**src/rtl/uart_rx_if.sv**
```systemverilog
// Serial-in / byte-out signal bundle for the UART receiver.
// The receiver uses the slave view; the line driver/consumer uses the master view.
interface uart_rx_if;
    logic       i_RX_SERIAL;
    logic       o_RX_DV;
    logic [7:0] o_RX_BYTE;
    logic       o_RX_ERR;
    logic       o_RX_ACTIVE;

    modport slave (
        input  i_RX_SERIAL,
        output o_RX_DV,
        output o_RX_BYTE,
        output o_RX_ERR,
        output o_RX_ACTIVE
    );

    modport master (
        output i_RX_SERIAL,
        input  o_RX_DV,
        input  o_RX_BYTE,
        input  o_RX_ERR,
        input  o_RX_ACTIVE
    );
endinterface

```
**src/rtl/uart_rx.sv**
```systemverilog
// UART receiver, 8N1, LSB first, idle-high line; mid-bit sampling after a 2-flop synchronizer.
//
// state     | meaning
// IDLE      | line idle, waiting for a low (start) level
// START_BIT | counting to mid start bit; line high there means glitch
// DATA_BITS | sampling 8 data bits, one bit period apart
// STOP_BIT  | sampling the stop bit; 1 -> byte valid, 0 -> framing error
// CLEANUP   | pulses drop; waits for the line to be high before IDLE
module uart_rx #(
    parameter int CLKS_PER_BIT = 868
) (
    input  logic     i_Clk,
    input  logic     i_Rst_n,
    uart_rx_if.slave rx
);
    localparam int            CW   = $clog2(CLKS_PER_BIT);
    localparam logic [CW-1:0] HALF = CW'((CLKS_PER_BIT - 1) / 2);
    localparam logic [CW-1:0] LAST = CW'(CLKS_PER_BIT - 1);

    typedef enum logic [2:0] {
        IDLE      = 3'd0,
        START_BIT = 3'd1,
        DATA_BITS = 3'd2,
        STOP_BIT  = 3'd3,
        CLEANUP   = 3'd4
    } state_t;

    state_t        state_q, state_d;
    logic          meta_q, sync_q;
    logic [CW-1:0] cnt_q, cnt_d;
    logic [2:0]    idx_q, idx_d;
    logic [7:0]    shift_q, shift_d;
    logic [7:0]    byte_q, byte_d;
    logic          dv_q, dv_d;
    logic          err_q, err_d;
    logic          active_q, active_d;

    always_ff @(posedge i_Clk or negedge i_Rst_n) begin
        if (!i_Rst_n) begin
            meta_q   <= 1'b1;
            sync_q   <= 1'b1;
            state_q  <= IDLE;
            cnt_q    <= '0;
            idx_q    <= '0;
            shift_q  <= '0;
            byte_q   <= '0;
            dv_q     <= 1'b0;
            err_q    <= 1'b0;
            active_q <= 1'b0;
        end else begin
            meta_q   <= rx.i_RX_SERIAL;
            sync_q   <= meta_q;
            state_q  <= state_d;
            cnt_q    <= cnt_d;
            idx_q    <= idx_d;
            shift_q  <= shift_d;
            byte_q   <= byte_d;
            dv_q     <= dv_d;
            err_q    <= err_d;
            active_q <= active_d;
        end
    end

    always_comb begin
        state_d  = state_q;
        cnt_d    = cnt_q;
        idx_d    = idx_q;
        shift_d  = shift_q;
        byte_d   = byte_q;
        dv_d     = 1'b0;
        err_d    = 1'b0;
        active_d = active_q;
        unique case (state_q)
            IDLE: begin
                cnt_d    = '0;
                idx_d    = '0;
                active_d = 1'b0;
                if (!sync_q) begin
                    state_d  = START_BIT;
                    active_d = 1'b1;
                end
            end
            START_BIT: begin
                if (cnt_q == HALF) begin
                    cnt_d = '0;
                    if (!sync_q) begin
                        state_d = DATA_BITS;
                    end else begin
                        state_d  = IDLE;
                        active_d = 1'b0;
                    end
                end else begin
                    cnt_d = cnt_q + 1'b1;
                end
            end
            DATA_BITS: begin
                if (cnt_q == LAST) begin
                    cnt_d          = '0;
                    shift_d[idx_q] = sync_q;
                    if (idx_q == 3'd7) begin
                        idx_d   = '0;
                        state_d = STOP_BIT;
                    end else begin
                        idx_d = idx_q + 1'b1;
                    end
                end else begin
                    cnt_d = cnt_q + 1'b1;
                end
            end
            STOP_BIT: begin
                if (cnt_q == LAST) begin
                    cnt_d    = '0;
                    active_d = 1'b0;
                    state_d  = CLEANUP;
                    if (sync_q) begin
                        byte_d = shift_q;
                        dv_d   = 1'b1;
                    end else begin
                        err_d = 1'b1;
                    end
                end else begin
                    cnt_d = cnt_q + 1'b1;
                end
            end
            CLEANUP: begin
                // a line stuck low (break) must not look like a new start
                if (sync_q) begin
                    state_d = IDLE;
                end
            end
            default: begin
                state_d  = IDLE;
                cnt_d    = '0;
                idx_d    = '0;
                active_d = 1'b0;
            end
        endcase
    end

    assign rx.o_RX_DV     = dv_q;
    assign rx.o_RX_BYTE   = byte_q;
    assign rx.o_RX_ERR    = err_q;
    assign rx.o_RX_ACTIVE = active_q;
endmodule
```
**src/flat_wrapper.sv**
```systemverilog
// flat-port wrapper written by rule: the top's interface ports become plain ports
module uart_rx_flat 
#(
    parameter int CLKS_PER_BIT = 868
)
  (i_Clk, i_Rst_n, rx_i_RX_SERIAL, rx_o_RX_DV, rx_o_RX_BYTE, rx_o_RX_ERR, rx_o_RX_ACTIVE);
  uart_rx_if rx_i ();
  input  logic i_Clk;
  input  logic i_Rst_n;
  input wire logic [$bits(rx_i.i_RX_SERIAL)-1:0] rx_i_RX_SERIAL;
  output wire logic [$bits(rx_i.o_RX_DV)-1:0] rx_o_RX_DV;
  output wire logic [$bits(rx_i.o_RX_BYTE)-1:0] rx_o_RX_BYTE;
  output wire logic [$bits(rx_i.o_RX_ERR)-1:0] rx_o_RX_ERR;
  output wire logic [$bits(rx_i.o_RX_ACTIVE)-1:0] rx_o_RX_ACTIVE;
  assign rx_i.i_RX_SERIAL = rx_i_RX_SERIAL;
  assign rx_o_RX_DV = rx_i.o_RX_DV;
  assign rx_o_RX_BYTE = rx_i.o_RX_BYTE;
  assign rx_o_RX_ERR = rx_i.o_RX_ERR;
  assign rx_o_RX_ACTIVE = rx_i.o_RX_ACTIVE;
  uart_rx #(.CLKS_PER_BIT(CLKS_PER_BIT)) u_core (.i_Clk(i_Clk), .i_Rst_n(i_Rst_n), .rx(rx_i));
endmodule
```
**config.mk**
```make
export PLATFORM = sky130hd
export DESIGN_NAME = uart_rx_flat
export DESIGN_NICKNAME = d
export VERILOG_FILES = /design/src/rtl/uart_rx_if.sv /design/src/rtl/uart_rx.sv /design/src/flat_wrapper.sv
export SDC_FILE = /design/constraint.sdc
export NUM_CORES = 1
export LEC_CHECK = 0
export CAP_MARGIN = 10
export CORE_ASPECT_RATIO = 1.5
export CORE_MARGIN = 1.5
export CORE_UTILIZATION = 30
export DETAILED_ROUTE_END_ITERATION = 7
export GPL_TIMING_DRIVEN = 0
export HOLD_SLACK_MARGIN = 0.02
export MAX_ROUTING_LAYER = met4
export PLACE_DENSITY = 0.45
export SYNTH_ARGS = -nofsm -noshare
export SYNTH_HDL_FRONTEND = slang
export SYNTH_SLANG_ARGS = --single-unit
```
**constraint.sdc**
```tcl
create_clock -name i_Clk -period 2.4 [get_ports i_Clk]
set_input_delay 0.36 -clock i_Clk [delete_from_list [all_inputs] [get_ports i_Clk]]
set_output_delay 0.36 -clock i_Clk [all_outputs]
set_load 0.01 [all_outputs]
```
==> metrics.md, run 1 <==
| Metric | Value |
|---|---|
| Outcome | `finished clean` |
| Max Cap Viol | `0` |
| Die Wd | `67.1 um` |
| Worst Max-Slew Pin Slew | `925 ps` |
| Post-Route WL | `3930 um` |
| Gr usage total | `13.7%` |
| Pre-Repair DR Iteration Count | `4` |
| Primary FF master, synth | `dfrtp_1` |
| Clk pwr share | `47.2%` |
| CTS clk-pin slew, worst paths | `80 ps` |
| Wire length per cell | `14.7 um` |
| H-tree Lvls | `2` |
| GPL Wtd Cong | `0.811` |
| Most common cell in the netlist | `dfrtp_1` |
| Critical Path Sink Type | `flop` |
| Max rail drop VDD | `184 uV` |
| Unrepaired setup endpoints after global routing | `false` |
| Synth top area cells | `dfrtp_1 (47%), mux2_2 (7.9%), o21ai_0 (4.3%)` |
| CTS tree | `built` |
| Sw power | `0.254 mW` |
| Synth top cells by count | `dfrtp_1 (35), o21ai_0 (16), mux2_2 (13), nand2_1 (12), nor2_1 (10)` |
| Nets | `201` |
| Final period util | `94.2%` |
| Hold WC Path Type | `in -> async` |
| Area leader, netlist | `dfrtp_1` |
| Hold Buf Count CTS | `0` |
| Layout cells sized above 1 | `18.5%` |
| Die Span Y | `99.2 um` |
| Fill cell count | `593` |
| Final std cells w/o fill | `267` |
| Setup_tns | `0 ps` |
| Maximum buffer depth of the clock tree | `2` |
| IO Pins | `14` |
| # setup viols final | `0` |
| Gr ovfl total | `0` |
| Synth cell types | `40` |
| Seq cells post-synth | `37` |
| Syn avg cell area | `10.7 um2` |
| First-pass GRT wire length | `6670 um` |
| Initial drt markers | `67` |
| Vias in the first global route | `1,446` |
| Crit path arrival time | `2440 ps` |
| Synth-to-layout area growth | `19.2%` |
| Post-layout min period | `2260 ps` |
| CP max FO | `7` |
| CP Class | `reg -> reg` |
| Root Driver | `clkbuf_8` |
| Via Count | `1,390` |
| Pin count of the biggest net entering global routing | `38` |
| Sequential power share | `51.4%` |
| Fin util | `37.6%` |
| Worst setup SP type | `flop` |
| Initial core utilization | `31.5%` |
| Core Footprint | `5870 um2` |
| Synth Cell Area | `1850 um2` |
| Clock skew | `2.10 ps` |
| PortBufs | `13` |
| ANT nets after route | `0` |
| Sw Share | `20.8%` |
| Power Internal | `0.967 mW` |
| Dpl hpwl | `2830 um` |
| Final Hold Fails | `0` |
| Placed Cells incl. Taps | `258` |
| Post-synth ARST share | `100%` |
| DRC Markers | `0` |
| Slew Limit Fails | `0` |
| # clock sinks | `37` |
| Die area | `6650 um2` |
| Worst EP required | `2580 ps` |
| Post-synth EDFFs | `0` |
| Yosys warning count | `0` |
| Worst-Skew Late Latency | `290 ps` |
| Core Rows | `34` |
| Total CTS buffers | `5` |
| Gate power share | `1.5%` |
| Vias/cell | `5.21` |
| Leak Pwr | `0.974 nW` |
| Synthesized instance count | `173` |
| Net Count, Synth | `180` |
| Rel. slew slack | `37.8%` |
| Total power density per cell area | `554 nW/um2` |
| Initial antenna violation count | `0` |
| Yosys top cell area share | `47.4%` |
| Sequential-to-total area share from yosys stat | `50.2%` |
| Max Clk Rate | `442 MHz` |
| ANT cells | `0` |
[cell families after synthesis]
| family | after synthesis | share of synthesized area (%) |
|---|---|---|
| AOI/OAI and AO/OA | 43 | 14.3 |
| adders and majority gates | 4 | 2.71 |
| buffers and inverters | 13 | 3.65 |
| DFF | 37 | 50.2 |
| muxes | 16 | 9.74 |
| and+or+nand+nor | 60 | 19.4 |
[per-stage QoR]
stage	power (mW)	hold WS (ps)	setup WS, ps	cell area (um2)
final	1.22	160	139	2200
after global routing	1.27	226	9.25	2200
after CTS	1.24	188	62.9	2190
after detailed placement	0.659	349	-2.10	2060
after global placement	0.659	346	34.8	2070
after floorplan	0.642	64.4	228	1850
[flip-flops by register name (all words and copies together), names as in the netlist]
signal and flops:
u_core.idx_q 3, u_core.shift_q 8, u_core.cnt_q 10, u_core.sync_q 1
u_core.rx.o_RX_ACTIVE 1, u_core.meta_q 1, u_core.rx.o_RX_DV 1, u_core.state_q 3
u_core.rx.o_RX_BYTE 8, u_core.rx.o_RX_ERR 1
[power by group through the flow]
stage	Clock (mW)	Sequential (mW)	Combinational [mW]
final	0.576	0.627	0.0177
after global routing	0.624	0.628	0.0210
after CTS	0.594	0.627	0.0192
after detailed placement	0	0.640	0.0193
after global placement	0	0.639	0.0199
after floorplan	0	0.639	0.00268
[placed cells by master, fill, tap and decap left out, drive strengths merged, types with 2 or more instances in the layout]
master / instances
nor2b: 2
clkdlybuf4s50: 12
nand2b: 2
a21o: 2
nand2: 12
a22oi: 3
inv: 5
nor4: 2
dfrtp: 35
clkbuf: 9
buf: 7
o22ai: 2
o21ai: 17
nand3b: 2
a31oi: 5
mux2: 16
nor3: 6
nor2: 11
nor3b: 5
or3: 5
ha: 4
dfstp: 2
nand4b: 2
nand3: 8
a21oi: 7
[what timing repair did]
action                                  in CTS  in global routing
gates resized for setup                      1                  1
endpoints found under the setup margin       6                  4
buffers inserted                             0                  1
cloned                                       0                  0
pin swaps                                    0                  1
[critical path: stages (launching register included)]
cell and delay, ps:
dfrtp_1 430, ha_1 270, nand4bb_1 260, or3_4 400
buf_6 150, nor4_4 200, nand3b_1 120, mux2_1 320
[area by class of cell]
| cell class | count | area, um2 | area share [%] |
|---|---|---|---|
| tap | 72 | 90.1 | 4.09 |
| sequential | 37 | 928 | 42.1 |
| clock inverter | 2 | 37.5 | 1.70 |
| clock buffer | 6 | 82.6 | 3.75 |
| buffer | 8 | 48.8 | 2.21 |
| inverter | 5 | 18.8 | 0.851 |
| multi-input combinational | 123 | 866 | 39.3 |
| timing repair buffer | 14 | 133 | 6.02 |
[path summary, 6_finish.rpt]
| kind | startpoint | end | slack [ps] | depth (start not counted) |
|---|---|---|---|---|
| max in group asynchronous | i_Rst_n | u_core.cnt_q[5]$_DFFE_PN0P_ | 1720 | 1 |
| min in group i_Clk | u_core.meta_q$_DFF_PN1_ | u_core.sync_q$_DFF_PN1_ | 360 | 0 |
| worst max-delay path | u_core.cnt_q[0]$_DFFE_PN0P_ | u_core.shift_q[4]$_DFFE_PN0P_ | 140 | 7 |
| worst max register to register | u_core.cnt_q[0]$_DFFE_PN0P_ | u_core.shift_q[4]$_DFFE_PN0P_ | 140 | 7 |
| worst min register to register | u_core.meta_q$_DFF_PN1_ | u_core.sync_q$_DFF_PN1_ | 360 | 0 |
| worst min-delay path | i_Rst_n | u_core.shift_q[0]$_DFFE_PN0P_ | 160 | 1 |
[per-layer routing]
metal | vias up | routed length (um) | global-route usage [%]
met5 | - | 0 | -
met4 | 0 | 135 | 7.54
met3 | 10 | 111 | 3.28
met2 | 21 | 2110 | 23.1
met1 | 686 | 1580 | 14.2
li1 | 673 | - | -
Note: power is estimated with default switching activity, not from simulation.
==> run 2: changes to the inputs <==
--- a/config.mk
+++ b/config.mk
@@ -10,6 +10,7 @@
 export CORE_MARGIN = 1.5
 export CORE_UTILIZATION = 30
 export DETAILED_ROUTE_END_ITERATION = 7
+export GPL_ROUTABILITY_DRIVEN = 0
 export GPL_TIMING_DRIVEN = 0
 export HOLD_SLACK_MARGIN = 0.02
 export MAX_ROUTING_LAYER = met4
==> results of run 2 <==
Same layout as run 1: the final DEF is identical, and so are final timing and power.
==> run 3: changes to the inputs <==
--- a/config.mk
+++ b/config.mk
@@ -5,7 +5,6 @@
 export SDC_FILE = /design/constraint.sdc
 export NUM_CORES = 1
 export LEC_CHECK = 0
-export CAP_MARGIN = 10
 export CORE_ASPECT_RATIO = 1.5
 export CORE_MARGIN = 1.5
 export CORE_UTILIZATION = 30
==> results of run 3 <==
Same layout as run 1: the final DEF is identical, and so are final timing and power.
